File: src/rtl/dec16_timer.sv
// dec16_timer: loadable countdown timer with terminal-count and wrap detection.
// The control unit loads a count, starts it, and waits for the fim pulse.
// An optional auto-reload mode restarts from the last loaded value.
module dec16_timer #(
  parameter int unsigned WIDTH       = 16,
  parameter bit          AUTO_RELOAD = 1'b0
) (
  input  logic             clk,
  input  logic             reset,
  input  logic             carga,
  input  logic [WIDTH-1:0] entrada,
  input  logic             inicia,
  input  logic             pausa,
  input  logic             borrow_in,
  output logic [WIDTH-1:0] saida,
  output logic             zero,
  output logic             ocupado,
  output logic             fim,
  output logic             borrow_out
);

  localparam logic [1:0] OCIOSO   = 2'd0;
  localparam logic [1:0] CONTANDO = 2'd1;
  localparam logic [1:0] PAUSADO  = 2'd2;
  localparam logic [1:0] FIM      = 2'd3;

  logic [1:0]       state_r;
  logic [1:0]       state_s;
  logic [WIDTH-1:0] saida_r;
  logic [WIDTH-1:0] saida_s;
  logic [WIDTH-1:0] reload_r;
  logic [WIDTH-1:0] reload_s;
  logic             fim_r;
  logic             fim_s;
  logic             borrow_r;
  logic             borrow_s;
  logic [WIDTH:0]   diff_s;
  logic             under_s;
  logic             terminal_s;

  // Subtract 1 (or 2 when borrow is requested); the extra top bit flags a wrap below zero.
  function automatic logic [WIDTH:0] sub_step(input logic [WIDTH-1:0] v, input logic b);
    sub_step = {1'b0, v} - {{WIDTH{1'b0}}, 1'b1} - {{WIDTH{1'b0}}, b};
  endfunction

  // Decrement datapath and terminal detection for the current counter value.
  always_comb begin
    diff_s     = sub_step(saida_r, borrow_in);
    under_s    = diff_s[WIDTH];
    terminal_s = under_s | (diff_s[WIDTH-1:0] == {WIDTH{1'b0}});
  end

  // Next-state logic: carga beats pausa, pausa beats inicia, inicia beats counting.
  always_comb begin
    state_s  = state_r;
    saida_s  = saida_r;
    reload_s = reload_r;
    fim_s    = 1'b0;
    borrow_s = 1'b0;
    if (carga) begin
      saida_s  = entrada;
      reload_s = entrada;
      state_s  = OCIOSO;
    end else begin
      case (state_r)
        OCIOSO, FIM: begin
          if (inicia) begin
            if (saida_r != {WIDTH{1'b0}}) begin
              state_s = CONTANDO;
            end else begin
              // Starting from zero finishes immediately without touching the value.
              state_s = FIM;
              fim_s   = 1'b1;
            end
          end else begin
            state_s = state_r;
          end
        end
        CONTANDO: begin
          if (pausa) begin
            state_s = PAUSADO;
          end else if (terminal_s) begin
            fim_s    = 1'b1;
            borrow_s = under_s;
            if (AUTO_RELOAD) begin
              saida_s = reload_r;
              if (reload_r == {WIDTH{1'b0}}) begin
                state_s = FIM;
              end else begin
                state_s = CONTANDO;
              end
            end else begin
              // Hold the post-decrement value, including the wrapped one.
              saida_s = diff_s[WIDTH-1:0];
              state_s = FIM;
            end
          end else begin
            saida_s = diff_s[WIDTH-1:0];
          end
        end
        PAUSADO: begin
          if (pausa) begin
            state_s = PAUSADO;
          end else if (inicia) begin
            state_s = CONTANDO;
          end else begin
            state_s = PAUSADO;
          end
        end
        default: begin
          state_s = OCIOSO;
        end
      endcase
    end
  end

  // State, counter, reload value and event pulses; reset aborts with no pulse.
  always_ff @(posedge clk) begin
    if (reset) begin
      state_r  <= OCIOSO;
      saida_r  <= {WIDTH{1'b0}};
      reload_r <= {WIDTH{1'b0}};
      fim_r    <= 1'b0;
      borrow_r <= 1'b0;
    end else begin
      state_r  <= state_s;
      saida_r  <= saida_s;
      reload_r <= reload_s;
      fim_r    <= fim_s;
      borrow_r <= borrow_s;
    end
  end

  assign saida      = saida_r;
  assign zero       = (saida_r == {WIDTH{1'b0}});
  assign ocupado    = (state_r == CONTANDO);
  assign fim        = fim_r;
  assign borrow_out = borrow_r;

endmodule

File: config.mk
export PLATFORM = sky130hd
export DESIGN_NAME = dec16_timer
export DESIGN_NICKNAME = d
export VERILOG_FILES = /design/src/rtl/dec16_timer.sv
export SDC_FILE = /design/constraint.sdc
export NUM_CORES = 1
export LEC_CHECK = 0
export CELL_PAD_IN_SITES_DETAIL_PLACEMENT = 2
export CELL_PAD_IN_SITES_GLOBAL_PLACEMENT = 2
export CORE_MARGIN = 5
export CORE_UTILIZATION = 23
export CTS_CLUSTER_SIZE = 24
export DETAILED_ROUTE_END_ITERATION = 12
export PLACE_DENSITY_LB_ADDON = 0.1
export SLEW_MARGIN = 25
export SYNTH_ARGS = -nofsm -noshare
export SYNTH_HDL_FRONTEND = slang
export SYNTH_SLANG_ARGS = --single-unit
File: constraint.sdc
create_clock -name clk -period 2.6 [get_ports clk]
set_input_delay 0.52 -clock clk [delete_from_list [all_inputs] [get_ports clk]]
set_output_delay 0.52 -clock clk [all_outputs]
set_load 0.03 [all_outputs]
* Word level (Yosys, flattened, before mapping)
Index checks and enable logic that the tools add are counted.
** Operators by class
- Add/sub/neg operators :: 2
- Multiply operators :: 0
- Divide/modulo/power cells :: 0
- $lt $le $gt $ge :: 0
- Equal/unequal tests :: 6
- Shift operators :: 0
- Mux-type cells :: 15
- Bitwise logic cells :: 3
- Reduce and logical (&&, ||, !) cells :: 10
** Operators by type and width (count)
- $mux 16 :: 3
- $logic_not 16->1 :: 2
- $sub 16x1->17 const B :: 1
- $sub 17x1->17 :: 1
- $reduce_bool 16->1 :: 1
- $mux 2 :: 6
- $pmux 2 s3 :: 1
- $reduce_or 5->1 :: 1
- $eq 2x2->1 const B :: 2
- $mux 1 :: 4
- $ne 2x2->1 const B :: 2
- $reduce_and 2->1 :: 2
- $reduce_or 2->1 :: 2
- $ne 3x2->1 const B :: 1
- $eq 2x1->1 const B :: 1
- $logic_not 2->1 :: 1
- $not 1->1 :: 2
- $pmux 1 s2 :: 1
- $reduce_bool 2->1 :: 1
- $or 1x1->1 :: 1
** Storage, ports and cells
- Flip-flop bits (word level) :: 20
- Latch bits :: 0
- RAM bits :: 0
- Memory bits (read-only) :: 0
- Output and inout port bits :: 20
- Logic and storage cells :: 40
- Memories kept :: 0

* Depth between registers and ports, before layout
- Depth in word-level cells :: 7
- Mapped depth :: 10
- Mapped depth without buffers :: 10

* Worst setup path before layout
OpenSTA, ideal clock, no wires.
- Path type :: input-to-reg
- Start point :: input borrow_in
- End point :: register fim_r, in the netlist fim
- Setup time :: 103 ps
- Data arrival time :: 2578 ps
- Slack :: -82 ps
- Stages :: 10
- Buffers on the path :: 0
- Cell sequence :: inv_1 -> ha_1 -> inv_1 -> ha_1 -> or3b_1 -> o21ai_1 -> or4b_1 -> nor4_2 -> o21ai_1 -> a2111oi_2
** On the way
- Word-level cells in the longest chain between the ends :: 6
** Ends and longest elaborated chain
- start: declaration :: RTL line 14 : input logic borrow_in,
- $sub 17x1->17 * :: RTL line 43 : sub_step = {1'b0, v} - {{WIDTH{1'b0}}, 1'b1} - {{WIDTH{1'b0}}, b};
- $logic_not 16->1 :: RTL line 50 : terminal_s = under_s | (diff_s[WIDTH-1:0] == {WIDTH{1'b0}});
- $or 1x1->1 * :: RTL line 50
- $mux 1 * :: RTL line 82 : end else if (terminal_s) begin
- $mux 1 * :: RTL line 80 : if (pausa) begin
- $pmux 1 s2 * :: RTL line 65 : case (state_r)
- end signal: assignment :: RTL line 129 : fim_r <= fim_s;
- end: declaration :: RTL line 33 : logic fim_r;
Every way passes the cells marked *; elsewhere a longest branch is shown, timed or not.
A chain may end at the register's enable or synchronous reset.

* Worst setup path after layout
- Start point :: register saida_r[10], in the netlist saida[10]
- End point :: output zero
** On the way
- Word-level cells in the longest chain between the ends :: 1
** Ends and longest elaborated chain
- start: declaration :: RTL line 29 : logic [WIDTH-1:0] saida_r;
- start signal: assignment :: RTL line 121 : saida_r <= {WIDTH{1'b0}};
- start signal: assignment :: RTL line 127 : saida_r <= saida_s;
- $logic_not 16->1 :: RTL line 135 : assign zero = (saida_r == {WIDTH{1'b0}});
- end: declaration :: RTL line 16 : output logic zero,
Every way passes these cells.

==> impl_results.md <==
- Worst Hold Class: flip-flop to flip-flop
- Cell Pwr Density: 461 nW/um^2
- Most frequent cells in the layout: 39 x clkdlybuf4s50_1, 27 x nor2_1, 20 x dfxtp_1, 16 x buf_4, 14 x a21oi_1
- H-tree levels: 1
- Layout Nets: 241
- Hold_sp: state_r[1]
- Async S/R FF share, synth: 0
- Leakage power: 0.764 nW
- CP delay by family, top: simple AND/OR/NAND/NOR gates
- Largest net degree at the start of global routing: 31
- Worst hold slack: 500 ps
- Grt total ovfl: 0
- Post-synth net total: 191
- GR met3 Demand/Resource: 0.0214
- I/O pins: 42
- Hold Crit Depth: 2
- CTS clk-pin slew, worst paths: 80 ps
- Initial drt markers: 27
- Post-synth EDFFs: 0
- Period Utilization, post-route: 0.944
- Chip width: 84.9 um
- FF-to-FF Start: saida[0]
- Initial antenna violation count: 0
- CTS sink count: 20
- Setup CP Type: flip-flop to output pin
- Met1 usage: 0.164
- Rows: 27
- Area of the multi-input gates: 876 sq um
- R2r worst-path depth: 9
- Final Hold Fails: 0
- PnR Total Power: 0.000906 W
- FF/Latch Area: 400 sq um
- Pre-antenna DRT Iters: 4
- Gr busiest metal: met2
- Syn avg cell area: 7.83 sq um
- Met2 usage: 0.238
- Post-route cell area: 1960 sq um
- DIE AREA: 7210 sq um
- Skew final: 2.03 ps
- Die height: 84.9 um
- Synth Cell Area: 1290 sq um
- Setup WS pre-CTS: -594 ps
- DR vias/cell: 4.84
- Share of post-route cells with drive strength above 1: 0.154
- Core area: 5470 sq um
- Post-synthesis sequential area ratio: 0.310
- Filler Cell Count: 655
- Synth Instances: 165
- CTS tree: built
- Remaining DRCs: 0
- Slew Limit Fails: 0
- Post-Route WL: 4620 um
- CTS max path bufs: 2
- Final setup viols: 0
- R2R setup slack: 230 ps
- RePlAce Congestion: 0.789
- Vias in the first global route: 1,579
- Fmax: 408 MHz
- Worst ir drop on vdd: 166 uV
- Starting Density: 0.236
- CP bufs+invs: 1
- Top_reg_cell synth: dfxtp_1
- Area after DPL: 1860 sq um
- Root Buffer: clkbuf_8
- Num CTS Buffers: 3
- Critical Path Fanout Max: 7
- Worst-Skew Late Latency: 260 ps
- Worst min-delay path endpoint: state_r[1]
- IO buf count: 41
- Critical path capture point type: output pin
- Maximum Capacitance Violations: 0
- Worst-margin pin slew: 424 ps
- Maximum single-stage delay on the critical path: 610 ps
- Hpwl dp: 3610 um
- Core Util, Final: 0.359
- Critical-path cell list: or4_1 > nor2_1 > nand3_2 > nor2_4 > buf_4
- WP data arrival: 1930 ps
- Via Count: 1,385
- Reg-to-Reg End: fim
- Max transition margin: 0.717
- Required @ worst endpoint: 2080 ps
- Antenna viol nets, final: 0
- Status: completed
- Critical path's slowest cell: or4_1
- N_diodes: 0
- Flops & latches, synth: 20
- Global-route wire length before repair: 7880 um
- Total global-route track usage: 0.135
- Final worst setup slack: 146 ps
- Commonest non-fill, non-tap cell in the layout: clkdlybuf4s50_1
- Synth-to-Final Area Change: 52.0%
- CP Launch Type: flip-flop
- YS warnings: 0
- Minimum clock period: 2450 ps
- Distinct cells, synth: 38
- Routed wire per std cell: 16.1 um
[cells in the mapped netlist (all sizes together) (3+ instances only)]
master | instances | share of area
inv | 7 | 0.020
ha | 4 | 0.039
mux2i | 7 | 0.054
nor4 | 5 | 0.029
a21oi | 14 | 0.054
nand3 | 6 | 0.023
buf | 6 | 0.026
or4 | 3 | 0.020
dfxtp | 20 | 0.31
nor2b | 3 | 0.015
nor3b | 3 | 0.017
xor2 | 11 | 0.075
xnor2 | 4 | 0.027
o21ai | 7 | 0.027
clkbuf | 5 | 0.015
nor2 | 28 | 0.081
nand2 | 6 | 0.017
nor3 | 8 | 0.031
[report_power, final]
| part | switching (W) | total (W) | internal, W | leakage, nW |
|---|---|---|---|---|
| Sequential | 0.0000248 | 0.000348 | 0.000324 | 0.165 |
| Clock | 0.000114 | 0.000250 | 0.000135 | 0.0288 |
| Combinational | 0.000162 | 0.000308 | 0.000146 | 0.570 |
[how the worst max path moves through the flow]
stage | startpoint | to | slack [ps] | cells after the start
final | saida[10] | zero | 150 | 5
after CTS | saida[10] | zero | 30 | 5
after detailed placement | borrow_in | fim | -590 | 11
after global placement | borrow_in | fim | -530 | 11
after floorplan | borrow_in | fim | 30 | 10
after global routing | saida[10] | zero | -9 | 5
[metrics by stage]
step | cells | setup TNS [ps]
3_5_place_dp | 282 | -3400
6_report | 286 | 0
3_3_place_gp | 282 | -2410
5_1_grt | 286 | -9.25
4_1_cts | 286 | 0
2_1_floorplan | 165 | 0
[worst register-to-register path, cell delays in order (launching register included)]
cell	delay (ps)
dfxtp_1	320
ha_2	190
inv_2	70
ha_4	140
or3b_4	380
o21ai_1	130
or4b_4	490
nor4_4	160
o21ai_1	110
a2111oi_2	280
[layout make-up]
| type | instances | area share |
|---|---|---|
| inverters | 7 | 0.0134 |
| repair buffers | 56 | 0.263 |
| multi-input cells | 127 | 0.446 |
| clock buffers | 4 | 0.0280 |
| flip-flops and latches | 20 | 0.204 |
| well taps | 72 | 0.0459 |
[layer usage]
metal / part of all wire / vias up
met5: 0 / -
li1: - / 675
met2: 0.49 / 25
met4: 0.013 / 0
met1: 0.46 / 681
met3: 0.029 / 4
[repair_timing]
action | CTS | global route
buffers inserted | 1 | 0
gates resized for setup | 12 | 3
hold buffers | 0 | 0
pin swaps | 6 | 3
endpoints found under the setup margin | 7 | 3
[flip-flops by register name, indices dropped and copies added, names as in the netlist]
signal / flops
borrow_out: 1
fim: 1
saida: 16
state_r: 2
[cell families after synthesis]
| logic type | share of synthesized area |
|---|---|
| flip-flops | 0.310 |
| XOR/XNOR | 0.102 |
| AND/OR/NAND/NOR | 0.300 |
| AO/OA/AOI/OAI | 0.134 |
| adder cells (fa/ha/maj) | 0.0388 |
| multiplexers | 0.0543 |
| buffers and inverters | 0.0610 |
(Power assumes the default switching activity.)
